--- src/rtl/elevator_ctrl_n.sv ---
// ============================================================================
// elevator_ctrl_n : N-floor SCAN-order elevator controller with door timer
//                   and motor start/done handshake.            Rev 1.0
// ============================================================================
`timescale 1ns/1ps
`default_nettype none

module elevator_ctrl_n #(
   parameter int NUM_FLOORS  = 4,
   parameter int FLOOR_W     = 4,
   parameter int DOOR_CYCLES = 200_000_000,
   parameter int HOME_FLOOR  = 0
) (
   input  logic                  clk,
   input  logic                  rst_n,
   input  logic                  req_valid_i,
   input  logic [FLOOR_W-1:0]    req_floor_i,
   input  logic                  open_btn_i,
   input  logic                  close_btn_i,
   input  logic                  move_done_i,
   output logic                  move_start_o,
   output logic [FLOOR_W:0]      move_delta_o,
   output logic [FLOOR_W-1:0]    cur_floor_o,
   output logic [FLOOR_W-1:0]    tgt_floor_o,
   output logic                  dir_up_o,
   output logic                  door_open_o,
   output logic                  moving_o,
   output logic [NUM_FLOORS-1:0] pending_o,
   output logic                  req_err_o
);

   localparam int                 TMR_W    = (DOOR_CYCLES > 2) ? $clog2(DOOR_CYCLES) : 1;
   localparam logic [TMR_W-1:0]   TMR_LOAD = TMR_W'(DOOR_CYCLES - 1);
   localparam logic [FLOOR_W-1:0] HOME     = FLOOR_W'(HOME_FLOOR);

   typedef enum logic [2:0] {
      S_IDLE   = 3'd0,
      S_OPEN   = 3'd1,
      S_SELECT = 3'd2,
      S_START  = 3'd3,
      S_MOVING = 3'd4
   } state_t;

   state_t                  state_q, state_d;
   logic [FLOOR_W-1:0]      cur_floor_q, cur_floor_d;
   logic [FLOOR_W-1:0]      tgt_floor_q, tgt_floor_d;
   logic                    dir_up_q, dir_up_d;
   logic                    door_open_q, door_open_d;
   logic                    moving_q, moving_d;
   logic                    move_start_q, move_start_d;
   logic [FLOOR_W:0]        move_delta_q, move_delta_d;
   logic [NUM_FLOORS-1:0]   pending_q, pending_d;
   logic                    req_err_q, req_err_d;
   logic [TMR_W-1:0]        timer_q, timer_d;

   logic [NUM_FLOORS-1:0]   w_req_hot, w_tgt_hot, w_cur_hot;
   logic                    w_req_in_range, w_req_ok, w_req_here;
   logic                    w_up_found, w_dn_found;
   logic [FLOOR_W-1:0]      w_up_floor, w_dn_floor;
   logic                    w_pick_found, w_pick_up;
   logic [FLOOR_W-1:0]      w_pick_floor;

   always_comb begin
      w_req_hot = '0;
      w_tgt_hot = '0;
      w_cur_hot = '0;
      for (int i = 0; i < NUM_FLOORS; i++) begin
         w_req_hot[i] = (int'(req_floor_i) == i);
         w_tgt_hot[i] = (int'(tgt_floor_q) == i);
         w_cur_hot[i] = (int'(cur_floor_q) == i);
      end
   end

   assign w_req_in_range = (int'(req_floor_i) < NUM_FLOORS);
   assign w_req_ok       = req_valid_i && w_req_in_range;
   // A call for the floor we are standing at is served by the door, not the bitmap.
   assign w_req_here     = w_req_ok && (req_floor_i == cur_floor_q) &&
                           ((state_q == S_IDLE) || (state_q == S_OPEN));

   // Nearest pending floor strictly above and strictly below the car.
   always_comb begin
      w_up_found = 1'b0;
      w_up_floor = '0;
      w_dn_found = 1'b0;
      w_dn_floor = '0;
      for (int i = NUM_FLOORS - 1; i >= 0; i--) begin
         if (pending_q[i] && (i > int'(cur_floor_q))) begin
            w_up_found = 1'b1;
            w_up_floor = FLOOR_W'(i);
         end
      end
      for (int i = 0; i < NUM_FLOORS; i++) begin
         if (pending_q[i] && (i < int'(cur_floor_q))) begin
            w_dn_found = 1'b1;
            w_dn_floor = FLOOR_W'(i);
         end
      end
   end

   always_comb begin
      w_pick_found = 1'b0;
      w_pick_up    = dir_up_q;
      w_pick_floor = cur_floor_q;
      if (dir_up_q ? w_up_found : w_dn_found) begin
         w_pick_found = 1'b1;
         w_pick_floor = dir_up_q ? w_up_floor : w_dn_floor;
      end else if (dir_up_q ? w_dn_found : w_up_found) begin
         w_pick_found = 1'b1;
         w_pick_up    = ~dir_up_q;
         w_pick_floor = dir_up_q ? w_dn_floor : w_up_floor;
      end
   end

   always_comb begin
      state_d      = state_q;
      cur_floor_d  = cur_floor_q;
      tgt_floor_d  = tgt_floor_q;
      dir_up_d     = dir_up_q;
      door_open_d  = door_open_q;
      moving_d     = moving_q;
      move_start_d = 1'b0;
      move_delta_d = move_delta_q;
      req_err_d    = req_valid_i && !w_req_in_range;
      timer_d      = timer_q;
      pending_d    = pending_q;
      if (w_req_ok && !w_req_here) begin
         pending_d = pending_q | w_req_hot;
      end

      case (state_q)
         S_IDLE: begin
            if (open_btn_i || w_req_here) begin
               state_d     = S_OPEN;
               door_open_d = 1'b1;
               timer_d     = TMR_LOAD;
            end else if (pending_q != '0) begin
               state_d = S_SELECT;
            end
         end
         S_OPEN: begin
            if (open_btn_i || w_req_here) begin
               timer_d = TMR_LOAD;
            end else if (close_btn_i || (timer_q == '0)) begin
               door_open_d = 1'b0;
               timer_d     = '0;
               state_d     = (pending_q != '0) ? S_SELECT : S_IDLE;
            end else begin
               timer_d = timer_q - 1'b1;
            end
         end
         S_SELECT: begin
            if (w_pick_found) begin
               tgt_floor_d  = w_pick_floor;
               dir_up_d     = w_pick_up;
               move_start_d = 1'b1;
               move_delta_d = {1'b0, w_pick_floor} - {1'b0, cur_floor_q};
               moving_d     = 1'b1;
               state_d      = S_START;
            end else begin
               // Only the current floor can remain here; drop it rather than spin.
               pending_d = pending_d & ~w_cur_hot;
               state_d   = S_IDLE;
            end
         end
         S_START: begin
            state_d = S_MOVING;
         end
         S_MOVING: begin
            door_open_d = 1'b0;
            if (move_done_i) begin
               cur_floor_d = tgt_floor_q;
               pending_d   = pending_d & ~w_tgt_hot;
               moving_d    = 1'b0;
               door_open_d = 1'b1;
               timer_d     = TMR_LOAD;
               state_d     = S_OPEN;
            end
         end
         default: begin
            state_d = S_IDLE;
         end
      endcase
   end

   always_ff @(posedge clk or negedge rst_n) begin
      if (!rst_n) begin
         state_q      <= S_IDLE;
         cur_floor_q  <= HOME;
         tgt_floor_q  <= HOME;
         dir_up_q     <= 1'b1;
         door_open_q  <= 1'b0;
         moving_q     <= 1'b0;
         move_start_q <= 1'b0;
         move_delta_q <= '0;
         pending_q    <= '0;
         req_err_q    <= 1'b0;
         timer_q      <= '0;
      end else begin
         state_q      <= state_d;
         cur_floor_q  <= cur_floor_d;
         tgt_floor_q  <= tgt_floor_d;
         dir_up_q     <= dir_up_d;
         door_open_q  <= door_open_d;
         moving_q     <= moving_d;
         move_start_q <= move_start_d;
         move_delta_q <= move_delta_d;
         pending_q    <= pending_d;
         req_err_q    <= req_err_d;
         timer_q      <= timer_d;
      end
   end

   assign move_start_o = move_start_q;
   assign move_delta_o = move_delta_q;
   assign cur_floor_o  = cur_floor_q;
   assign tgt_floor_o  = tgt_floor_q;
   assign dir_up_o     = dir_up_q;
   assign door_open_o  = door_open_q;
   assign moving_o     = moving_q;
   assign pending_o    = pending_q;
   assign req_err_o    = req_err_q;

endmodule

`default_nettype wire

--- config.mk ---
export PLATFORM = sky130hd
export DESIGN_NAME = elevator_ctrl_n
export DESIGN_NICKNAME = d
export VERILOG_FILES = /design/src/rtl/elevator_ctrl_n.sv
export SDC_FILE = /design/constraint.sdc
export NUM_CORES = 1
export LEC_CHECK = 0
export CELL_PAD_IN_SITES_DETAIL_PLACEMENT = 1
export CELL_PAD_IN_SITES_GLOBAL_PLACEMENT = 1
export CORE_ASPECT_RATIO = 0.5
export CORE_UTILIZATION = 40
export CTS_CLUSTER_DIAMETER = 120
export DETAILED_ROUTE_END_ITERATION = 8
export PLACE_DENSITY_LB_ADDON = 0.1
export REMOVE_ABC_BUFFERS = 1
export SYNTH_ARGS = -nofsm -noshare
export SYNTH_HDL_FRONTEND = slang
export SYNTH_SLANG_ARGS = --single-unit
export TNS_END_PERCENT = 1
--- constraint.sdc ---
create_clock -name clk -period 2.27 [get_ports clk]
set_input_delay 0.454 -clock clk [delete_from_list [all_inputs] [get_ports clk]]
set_output_delay 0.454 -clock clk [all_outputs]
set_load 0.005 [all_outputs]
# Word level (Yosys, flattened, before mapping)

Cells that the tools add are included.

Bits in registers: 53
Bits of input ports: 10
Output and inout bits: 22
Logic and storage cells: 128

Add/sub/neg operators: 2
Magnitude comparators: 8
Equal/unequal tests: 20
Mux-type cells: 48
Bitwise operators: 7
Reduce and logical (&&, ||, !) cells: 32

Operators by type and width:

| operator                                                  | number |
|---|---|
| two-way mux 28 bit                                        | 4 |
| one-hot mux 28 bit (3 select lines)                       | 1 |
| two-way mux 4 bit                                         | 11 |
| logical NOT 28 bit                                        | 1 |
| subtractor 28 x 1 -> 28 bit, second input constant        | 1 |
| equality test 4 x 3 -> 1 bit, second input constant       | 6 |
| two-way mux 1 bit                                         | 20 |
| two-way mux 3 bit                                         | 5 |
| one-hot mux 3 bit (5 select lines)                        | 1 |
| equality test 4 x 2 -> 1 bit, second input constant       | 3 |
| logical AND 1 bit                                         | 12 |
| logical NOT 4 bit                                         | 3 |
| AND reduction 4 bit                                       | 3 |
| AND 4 bit                                                 | 2 |
| > comparator 2 x 4 -> 1 bit, first input constant         | 2 |
| less-than comparator 1 x 4 -> 1 bit, first input constant | 2 |
| less-than comparator 2 x 4 -> 1 bit, first input constant | 2 |
| inverter 4 bit                                            | 2 |
| one-hot mux 4 bit (2 select lines)                        | 1 |
| equality test 3 x 2 -> 1 bit, second input constant       | 2 |
| two-way mux 2 bit                                         | 3 |
| inequality test 2 bit, second input constant              | 3 |
| AND reduction 3 bit                                       | 2 |
| subtractor 4 x 4 -> 5 bit                                 | 1 |
| other kinds (18)                                          | 24 |

# Logic depth before layout (Yosys ltp)

Gate-level depths: netlist (run 1).

Depth after elaboration: 11
Depth in mapped cells: 12
Depth with buffers taken out: 11

# Least setup slack after synthesis (run 1)

Ideal clock, no wire load.

Kind: reg-to-reg
Start point: register cur_floor_q[1], in the netlist cur_floor_o[1]
End point: register move_delta_q[3], in the netlist move_delta_o[3]
Library setup time: 0.135 ns
Data arrival time: 2.335 ns
Data required time: 2.135 ns
Slack: -0.200 ns
Cell stages (with the launch flop): 12
Path buffers: 1
Clock period less this slack: 2.470 ns
Path through: dfrtp_1 > clkbuf_1 > or3_1 > nor2_1 > a31oi_1 > o22ai_1 > a22oi_1 > ha_1 > a21o_1 > a21oi_1 > xor2_1 > o21ai_0

Word-level cells in the longest chain between the ends: 10
Elaborated cells between the ends (all ways): 37
Classes of those cells: add/sub (1); order compare (7); mux (21); reduce/logical (8)

Ends and longest elaborated chain:

| what                                | line | source |
|---|---|---|
| start: declaration                  | 45   | `logic [FLOOR_W-1:0] cur_floor_q, cur_floor_d;` |
| start signal: assignment            | 200  | `cur_floor_q <= cur_floor_d;` |
| less-than comparator 1 x 4 -> 1 bit | 93   | `if (pending_q[i] && (i < int'(cur_floor_q))) begin` |
| logical AND 1 bit                   | 93   |  |
| two-way mux 1 bit (4 in series)     | 93   |  |
| two-way mux 1 bit                   | 107  | `end else if (dir_up_q ? w_dn_found : w_up_found) begin` |
| two-way mux 4 bit                   | 107  |  |
| two-way mux 4 bit *                 | 104  | `if (dir_up_q ? w_up_found : w_dn_found) begin` |
| net w_pick_floor[1]                 | 61   | `logic [FLOOR_W-1:0] w_pick_floor;` |
| subtractor 4 x 4 -> 5 bit *         | 156  | `move_delta_d = {1'b0, w_pick_floor} - {1'b0, cur_floor_q};` |
| end signal: assignment              | 206  | `move_delta_q <= move_delta_d;` |
| end: declaration                    | 51   | `logic [FLOOR_W:0] move_delta_q, move_delta_d;` |

The timed path passes the listed nets; every way through them passes the cells marked *.
A chain may end at the register's enable or synchronous reset.

# Final worst setup path (run 1)

Start point: register cur_floor_q[3], in the netlist cur_floor_o[3]
End point: register move_delta_q[4], in the netlist move_delta_o[4]

Word-level cells in the longest chain between the ends: 10
Elaborated cells between the ends (all ways): 37
Classes of those cells: add/sub (1); order compare (7); mux (21); reduce/logical (8)

Ends and longest elaborated chain:

| what                                                                    | line |
|---|---|
| less-than comparator 1 x 4 -> 1 bit                                     | 93 |
| logical AND 1 bit                                                       | 93 |
| two-way mux 1 bit (4 in series)                                         | 93 |
| two-way mux 1 bit                                                       | 107 |
| two-way mux 4 bit / two-way mux 1 bit (equally long branches)           | 107 |
| two-way mux 4 bit / two-way mux 1 bit (equally long branches)           | 104 |
| subtractor 4 x 4 -> 5 bit / AND reduction 2 bit (equally long branches) | -- |

Parallel ways exist; a longest one is shown, timed or not.

==> metrics, run 1 <==
Min-Delay Path Class=in2async; Slew @ Worst Pin=between 0.5 and 0.6 ns; clock root cell=clkbuf_16; Max Clk Rate=402 MHz; reg2reg start=cur_floor_o[3]; Area Growth Syn to Fin=40.9%; P_leak=1.82 nW; Ports=32; post-synthesis cell area=between 3000 and 4000 um2; maximum clock path buffer count=2; CP Max Fanout=5; final period utilization=110%; Post-synth EDFFs=0; post-synthesis mux area share=0.658%; die height=around 66 um; setup violators final=25; Clock Sinks=53; clock-pin slew on the worst setup and hold paths=about 0.07 ns; Power, Total=6.42 mW; pwr dens=1410 nW/um2; Layout fillers=between 800 and 900; diode count=0; Peak VDD IR=0.504 mV; hold buffers post-CTS=0; Synth cell types=60; Yosys warnings=0; port buffer count=31; RSZ-0062 raised after global routing=yes; post-route minimum period=2.49 ns; first-pass iteration count of the detailed router=4; dpl cells=545; normalized max-slew margin=64.3%; vias in the first global route=3506; setup_tns=-1.75 ns; worst skew pair latency=0.29 ns; CTS buffer count=5; final slew viol count=0; Compound-Gate Fraction of Synth Area=30.9%; Mapped Cells=360; Worst Reg2Reg Path Length in Cells=10; Avg Cell Area, Syn=8.98 um2; Vias/cell=5.91; Placement Setup Slack=-0.483 ns; CTS H-tree depth=2; total global routing overflow=0; area of the die=8470 um2; gr usage total=a little over a quarter; Data arrival, critical path=2.67 ns; status=finished, violations left; sequential-to-total area share from yosys stat=41.1%; largest family of logic cells by synthesized area=compound AO/OA/AOI/OAI gates; FF+latch count, synth=53; Max Cap Viol=0; CP startpoint kind=register; Setup WS post-layout=-0.216 ns; Starting Density=42.7%; post-synthesis simple-gate area fraction=18.2%; std cell rows=22; r2r setup slk=-0.22 ns; Crit Path Class=reg2reg; Synth Flop Type=dfrtp_1; core area=7570 um2; FF+latch area=~1300 um2; initial antenna violation count=0; Die Wd=between 100 and 150 um; Post-DP Area=4110 um2; Synth Area in Adders=2.94%; Synth Area in XOR/XNOR=1.90%; Setup crit end kind=register; DRC Markers=0; Crit path required time=about 2.5 ns; multi-input logic area=1970 um2; final antenna-violating net count=0; number of DRC markers in iteration 0=~150; Detailed Place HPWL=7.33 mm; fin cells=557; nets=465; pin count of the biggest net entering global routing=54; first-pass GRT wire length=17.6 mm; post-route cell area=4550 um2; failing checks=setup timing; GPL Wtd Cong=about 0.90; R2R Path End=move_delta_o[4]; Max Clock Skew=0.00736 ns; vias=about 3300; CTS tree=built; DR WL/cell=19.8 um; Post-Route Utilization=60.1%; share of synthesized flip-flops with an asynchronous set or reset=100%; Fin. Hold Viols=0; share of layout cells above drive strength 1=27.2%; Min Hold Slack=0.155 ns; Routed WL=11.0 mm
-- layer usage --
layer	up-vias	wire length [um]	track usage [%]
met3	10	353	5.21
met2	59	5610	49.9
li1	1546	-	-
met1	1678	4930	32.5
met4	0	109	7.94
met5	-	0	0
-- worst max-delay path: stages, from the launching register on --
cell,delay (ns)
dfrtp_2,0.48
a2111oi_4,0.36
o211a_1,0.25
o2111ai_2,0.14
o221ai_2,0.13
a21oi_2,0.07
ha_2,0.21
fa_2,0.37
nor2b_1,0.16
o21a_1,0.15
o31ai_2,0.06
-- Yosys cell counts, types with 3 or more instances --
master	count	area (um2)
a21oi_1	40	200
a41oi_1	5	43.8
clkbuf_1	13	48.8
and3_1	3	18.8
nor3_1	13	65.1
nor3b_1	4	30.0
or3_1	4	25.0
xor2_1	7	61.3
o31ai_1	3	22.5
o21bai_1	3	22.5
a211oi_1	3	22.5
or4_1	3	22.5
nand3_1	10	50.1
nor2b_1	3	18.8
nand2_1	23	86.3
nor2_1	27	101
ha_1	6	75.1
nand2b_1	6	37.5
and2_1	3	18.8
o21a_1	17	128
o21ai_0	18	90.1
nor4_1	8	50.1
dfrtp_1	52	1300
a41o_1	3	30.0
inv_1	17	63.8
o2111ai_1	6	52.6
a31oi_1	3	18.8
o22a_1	17	149
-- sequential cells by signal, indices dropped and copies added (netlist names) --
register and flops:
req_err_o 1, pending_o 4, timer_q 28, move_delta_o 5
dir_up_o 1, move_start_o 1, door_open_o 1, moving_o 1
tgt_floor_o 4, state_q 3, cur_floor_o 4
-- kinds of logic after synthesis --
family / Yosys count
AOI/OAI and AO/OA: 142
xor gates and xnor gates: 7
adders and majority gates: 7
buffers and inverters: 34
DFF: 53
muxes: 2
and+or+nand+nor: 115
-- placed cells by master (no fill, tap or decap), types with 3 or more instances in the layout --
master           Yosys  final
a41o_1               3      3
nor2_1              27     23
dfrtp_2              0      4
buf_12               0      3
dfrtp_1             52     48
nor4_1               8      7
xor2_1               7      6
o21ai_0             18     16
and2_1               3      3
buf_4                0     60
a21oi_2              0      8
nor3_1              13     12
o22a_1              17     17
clkdlybuf4s50_1      0     30
o21bai_1             3      3
nor2_2               0      3
o21ai_1              1      3
clkbuf_16            0      5
nor3b_1              4      3
o2111ai_2            0      4
a21oi_1             40     31
a41oi_1              5      4
nand3_1             10     10
or3_1                4      3
and3_1               3      3
o21a_1              17     17
buf_6                1      3
or4_1                3      3
ha_1                 6      5
nand2b_1             6      6
nand2_1             23     22
inv_1               17     17
-- report_power, final --
| group | leakage (nW) | switching (mW) | internal, mW |
|---|---|---|---|
| Sequential | 0.606 | 0.390 | 1.25 |
| Combinational | 1.13 | 1.96 | 1.92 |
| Clock | 0.0841 | 0.344 | 0.552 |
-- cell type report --
cell class                 instances  share of cell area [%]
timing repair buffer              98                    19.3
sequential                        53                    29.3
tap                              108                    2.97
clock buffer                       7                    3.13
multi-input combinational        273                    43.3
inverter                          17                    1.40
clock inverter                     1                   0.660
-- what timing repair did --
item	in CTS	in global routing
buffers inserted	3	0
cloned	1	0
pin swaps	11	4
resized for setup	26	26
endpoints found under the setup margin	30	33
-- worst max-delay path by stage --
| stage | startpoint | endpoint | cells after the start |
|---|---|---|---|
| after detailed placement | req_valid_i | timer_q[26] | 6 |
| after floorplan | timer_q[0] | timer_q[26] | 7 |
| after global routing | pending_o[0] | move_delta_o[1] | 9 |
| after global placement | req_valid_i | timer_q[26] | 6 |
| final | cur_floor_o[3] | move_delta_o[4] | 10 |
| after CTS | cur_floor_o[3] | move_delta_o[4] | 9 |
Power figures use the tool's default switching activity.
==> run 2: changes to the inputs <==
--- a/config.mk
+++ b/config.mk
@@ -8,7 +8,9 @@
 export CELL_PAD_IN_SITES_DETAIL_PLACEMENT = 1
 export CELL_PAD_IN_SITES_GLOBAL_PLACEMENT = 1
 export CORE_ASPECT_RATIO = 0.5
+export CORE_MARGIN = 3
 export CORE_UTILIZATION = 40
+export CTS_BUF_LIST = sky130_fd_sc_hd__clkbuf_16
 export CTS_CLUSTER_DIAMETER = 120
 export DETAILED_ROUTE_END_ITERATION = 8
 export PLACE_DENSITY_LB_ADDON = 0.1
==> metrics, run 2 (synthesized netlist as in run 1, its figures left out) <==
status=finished, violations left; failing checks=setup timing; Worst Reg2Reg Path Length in Cells=11 (+1); worst skew pair latency=0.30 ns (about the same); maximum clock path buffer count=2 (unchanged); pin count of the biggest net entering global routing=54 (unchanged); post-route minimum period=2.44 ns (-0.0451 ns); Critical Path Max Stage Delay=0.44 ns (-0.04 ns); fin cells=565 (+1.4%); r2r setup slk=-0.17 ns (+0.05 ns); Ports=32 (unchanged); P_leak=1.85 nW (+1.6%); DRC Markers=0 (unchanged); final antenna-violating net count=0 (unchanged); Setup crit end kind=register; Placement Setup Slack=-0.499 ns (-0.0160 ns); RSZ-0062 raised after global routing=yes; Setup WS post-layout=-0.171 ns (+0.0451 ns); Die Wd=133 um (+3.1%); post-route cell area=4630 um2 (+1.7%); vias=3361 (+2.1%); nets=473 (+1.7%); Detailed Place HPWL=7.51 mm (+2.5%); port buffer count=31 (unchanged); Routed WL=11.6 mm (+5.1%); Max Cap Viol=0 (unchanged); clock root cell=clkbuf_16; Data arrival, critical path=2.62 ns (-0.05 ns); normalized max-slew margin=72.2% (+7.9 points); Starting Density=42.7% (unchanged); share of layout cells above drive strength 1=29.8% (+2.6 points); max reg flops=28 (unchanged); most frequent cells in the layout=buf_4, dfrtp_1, a21oi_1, clkdlybuf4s50_1, nor2_1; setup_tns=-1.55 ns (+0.201 ns); total global routing overflow=0 (unchanged); Max Clock Skew=0.0106 ns (+0.00322 ns); hold buffers post-CTS=0 (unchanged); CP startpoint kind=register; CP cell instances=buf_6, nor2b_4, o2111ai_4, a31oi_4, o22ai_4, a22oi_1, ha_1, a21o_1, a21oi_2, xor2_1, o21ai_0; vias in the first global route=3547 (+1.2%); most flop-heavy register=timer_q; CTS tree=built; Peak VDD IR=0.547 mV (+8.5%); setup violators final=24 (-4.0%); Layout fillers=851 (-1.8%); Clock Sinks=53 (unchanged); Post-DP Area=4130 um2 (+0.55%); die height=69.6 um (+6.1%); Crit path required time=2.45 ns (about the same); area of the die=9260 um2 (+9.4%); reg2reg start=cur_floor_o[1]; std cell rows=22 (unchanged); clock-pin slew on the worst setup and hold paths=0.07 ns (about the same); Power, Total=6.52 mW (+1.7%); Crit Path Class=reg2reg; CTS H-tree depth=2 (unchanged); Area Growth Syn to Fin=43.2%; dpl cells=548 (+0.55%); gr usage total=25.1% (-2.1 points); final slew viol count=0 (unchanged); first-pass GRT wire length=18.7 mm (+5.9%); Crit-path slowest cell=dfrtp_2; Fin. Hold Viols=0 (unchanged); pwr dens=1410 nW/um2 (about the same); GPL Wtd Cong=0.871 (-3.4%); initial antenna violation count=0 (unchanged); final period utilization=108% (-2.0 points); diode count=0 (unchanged); CP Max Fanout=8 (+3); Vias/cell=5.95 (+0.62%); Min-Delay Path Class=in2async; core area=7570 um2 (unchanged); number of DRC markers in iteration 0=251 (+64%); Slew @ Worst Pin=0.412 ns (-0.120 ns); first-pass iteration count of the detailed router=4 (unchanged); Max Clk Rate=410 MHz (+1.8%); DR WL/cell=20.5 um (+3.6%); commonest non-fill, non-tap cell in the layout=buf_4; CTS buffer count=5 (unchanged); R2R Path End=move_delta_o[3]
[run 2: worst max-delay path: cells and delay by family, from the launching register on]
family	cells	cell delay [ns]
adder cells (fa/ha/maj)	1	0.28
XOR/XNOR	1	0.16
AO/OA/AOI/OAI	7	1.12
buffers and inverters	1	0.16
flip-flops	1	0.44
AND/OR/NAND/NOR	1	0.14
[run 2: power breakdown]
group          leakage, nW  total, mW  internal [mW]  switching, mW
sequential           0.603       1.65           1.26          0.391
combinational         1.18       4.12           2.05           2.07
clock               0.0687      0.756          0.401          0.355
total                 1.85       6.52           3.71           2.82
[run 2: cell type report]
cell class                 count  area (um2)  area share (%)
tap                          108         135            2.92
multi-input combinational    273        2010            43.4
clock inverter                 3        12.5           0.270
timing repair buffer         106         950            20.5
sequential                    53        1340            28.8
clock buffer                   5         125            2.70
inverter                      17        63.8            1.38
[run 2: how the worst max path moves through the flow]
stage / startpoint / endpoint / slack, ns / cells after the start
6_report: cur_floor_o[1] / move_delta_o[3] / -0.17 / 11
4_1_cts: cur_floor_o[3] / move_delta_o[4] / -0.12 / 9
3_3_place_gp: req_valid_i / timer_q[26] / -0.43 / 6
3_5_place_dp: req_valid_i / timer_q[26] / -0.50 / 6
5_1_grt: cur_floor_o[2] / move_delta_o[3] / -0.29 / 11
2_1_floorplan: timer_q[0] / timer_q[26] / -0.39 / 7
[run 2: per-layer routing]
| layer | vias up | share of wire, % | global-route usage (%) |
|---|---|---|---|
| li1 | 1562 | - | - |
| met2 | 70 | 51 | 45.2 |
| met5 | - | 0 | 0 |
| met4 | 0 | 2.0 | 6.39 |
| met3 | 19 | 3.3 | 4.49 |
| met1 | 1710 | 44 | 31.3 |
[run 2: stage by stage]
step / util (%) / hold WS, ns
2_1_floorplan: - / 0.158
3_3_place_gp: 54.6 / 0.461
3_5_place_dp: 54.6 / 0.473
4_1_cts: 59.9 / 0.153
5_1_grt: 61.2 / 0.159
6_report: 61.2 / 0.133
[run 2: repair_timing]
action	in CTS	in global routing
buffers inserted	6	2
gates cloned	1	0
pin swaps	20	7
gates resized for setup	45	18
setup endpoints to repair	32	35
==> run 3: changes to the inputs <==
==> config.mk (replaced) <==
export PLATFORM = sky130hd
export DESIGN_NAME = elevator_ctrl_n
export DESIGN_NICKNAME = d
export VERILOG_FILES = /design/src/rtl/elevator_ctrl_n.sv
export SDC_FILE = /design/constraint.sdc
export NUM_CORES = 1
export LEC_CHECK = 0
export CORE_ASPECT_RATIO = 0.5
export CORE_MARGIN = 3
export CORE_UTILIZATION = 41
export CTS_BUF_LIST = sky130_fd_sc_hd__clkbuf_8
export CTS_CLUSTER_DIAMETER = 120
export DETAILED_ROUTE_END_ITERATION = 8
export REMOVE_ABC_BUFFERS = 1
export SYNTH_ARGS = -nofsm -noshare
export SYNTH_HDL_FRONTEND = slang
export SYNTH_SLANG_ARGS = --single-unit
export TNS_END_PERCENT = 1
==> metrics, run 3 (synthesized netlist as in run 1, its figures left out) <==
status=finished, violations left; failing checks=setup timing; share of layout cells above drive strength 1=26.3% (-3.4 points); gr usage total=20.7% (-4.4 points); final period utilization=103% (-4.7 points); Max Clk Rate=428 MHz (+4.5%); maximum clock path buffer count=2 (unchanged); Layout fillers=666 (-22%); CP cell instances=or3_4, a31oi_2, o22ai_2, buf_4, a22o_1, fa_2, nor2b_1, o21a_1, o31ai_1; core area=7490 um2 (-1.1%); vias=3228 (-4.0%); worst skew pair latency=0.33 ns (+0.03 ns); CP Max Fanout=5 (-3); Slew @ Worst Pin=0.604 ns (+0.192 ns); Min Hold Slack=0.0600 ns (-0.0730 ns); commonest non-fill, non-tap cell in the layout=buf_4; fin cells=564 (-0.18%); final antenna-violating net count=0 (unchanged); Vias/cell=5.72 (-3.8%); Setup crit end kind=register; Data arrival, critical path=2.56 ns (-0.06 ns); Worst Reg2Reg Path Length in Cells=9 (-2); first-pass GRT wire length=15.2 mm (-19%); Critical Path Max Stage Delay=0.45 ns (about the same); Peak VDD IR=0.458 mV (-16%); most flop-heavy register=timer_q; Max Clock Skew=0.0141 ns (+0.00348 ns); Die Wd=132 um (-1.2%); cell family with most CP delay=compound AO/OA/AOI/OAI gates; post-route minimum period=2.33 ns (-0.106 ns); Max Cap Viol=0 (unchanged); CTS tree=built; Ports=32 (unchanged); Crit path required time=2.50 ns (+0.05 ns); number of DRC markers in iteration 0=217 (-14%); Routed WL=8.96 mm (-23%); CTS buffer count=5 (unchanged); normalized max-slew margin=59.6% (-13 points); setup violators final=16 (-33%); Starting Density=43.2% (+0.47 points); dpl cells=549 (+0.18%); Buf/Inv on CP=1 (unchanged); WP depth=9 (-2); setup_tns=-0.291 ns (+1.26 ns); most frequent cells in the layout=buf_4, dfrtp_1, a21oi_1, clkdlybuf4s50_1, nor2_1; port buffer count=31 (unchanged); RSZ-0062 raised after global routing=yes; Min-Delay Path Class=in2async; diode count=0 (unchanged); Crit Path Class=reg2reg; pwr dens=1320 nW/um2 (-6.2%); nets=472 (-0.21%); pin count of the biggest net entering global routing=22 (-59%); CP startpoint kind=register; DR WL/cell=15.9 um (-22%); GPL Wtd Cong=0.877 (+0.67%); Placement Setup Slack=-0.432 ns (+0.0667 ns); Setup WS post-layout=-0.0647 ns (+0.106 ns); first-pass iteration count of the detailed router=4 (unchanged); die height=68.8 um (-1.1%); DRC Markers=0 (unchanged); initial antenna violation count=0 (unchanged); total global routing overflow=0 (unchanged); CTS H-tree depth=2 (unchanged); vias in the first global route=3154 (-11%); P_leak=1.80 nW (-2.6%); final slew viol count=0 (unchanged); Area Growth Syn to Fin=37.7%; Detailed Place HPWL=6.48 mm (-14%); clock-pin slew on the worst setup and hold paths=0.11 ns (+0.04 ns); std cell rows=22 (unchanged); Fin. Hold Viols=0 (unchanged); area of the die=9050 um2 (-2.3%); clock root cell=clkbuf_8; max reg flops=28 (unchanged); Crit-path slowest cell=dfrtp_2; Clock Sinks=53 (unchanged)
==> run 3: where the power goes <==
part	total (mW)	internal, mW	switching, mW
Clock	0.590	0.226	0.364
Sequential	1.61	1.25	0.360
Combinational	3.68	1.92	1.76
==> run 3: metrics by stage <==
step / utilization (%) / instance area, um2 / power, mW
6_report: 59.5 / 4450 / 5.88
4_1_cts: 58.1 / 4350 / 5.69
5_1_grt: 59.5 / 4450 / 6.34
2_1_floorplan: - / 3160 / 3.25
3_5_place_dp: 54.9 / 4110 / 4.81
3_3_place_gp: 54.9 / 4110 / 4.72
==> run 3: final timing paths <==
kind | from | to | slack [ns]
worst max-delay path | cur_floor_o[1] | move_delta_o[4] | -0.06
worst min-delay path | rst_n | state_q[0] | 0.06
worst max register to register | cur_floor_o[1] | move_delta_o[4] | -0.06
worst min register to register | move_delta_o[1] | move_delta_o[1] | 0.50
max in group asynchronous | rst_n | timer_q[0] | 1.54
min in group clk | move_delta_o[1] | move_delta_o[1] | 0.50
==> run 3: worst reg2reg max path, stage by stage, from the launching register on <==
cell and delay [ns]:
dfrtp_2 0.45, or3_4 0.44, a31oi_2 0.20, o22ai_2 0.11
buf_4 0.15, a22o_1 0.21, fa_2 0.35, nor2b_1 0.13
o21a_1 0.12, o31ai_1 0.06
==> run 3: layout make-up <==
class	count	area (um2)	share of cell area [%]
multi-input cells	273	1910	42.8
flip-flops and latches	53	1330	30.0
repair buffers	105	917	20.6
well taps	108	135	3.04
clock buffers	5	68.8	1.55
inverters	17	63.8	1.43
clock inverters	3	26.3	0.590
==> run 3: repair_timing <==
| item | 4_1_cts | 5_1_grt |
|---|---|---|
| gates cloned | 1 | 0 |
| endpoints found under the hold margin | 0 | 0 |
| endpoints found under the setup margin | 30 | 32 |
| pin swaps | 9 | 10 |
| hold buffers | 0 | 0 |
| gates resized for setup | 18 | 23 |
| setup buffers | 4 | 2 |
==> run 3: per-layer routing <==
metal | share of wire (%) | vias up | global-route usage (%)
met4 | 0.97 | 0 | 4.84
met5 | 0 | - | 0
met1 | 49 | 1604 | 27.3
li1 | - | 1557 | -
met2 | 47 | 58 | 36.0
met3 | 3.4 | 9 | 4.20
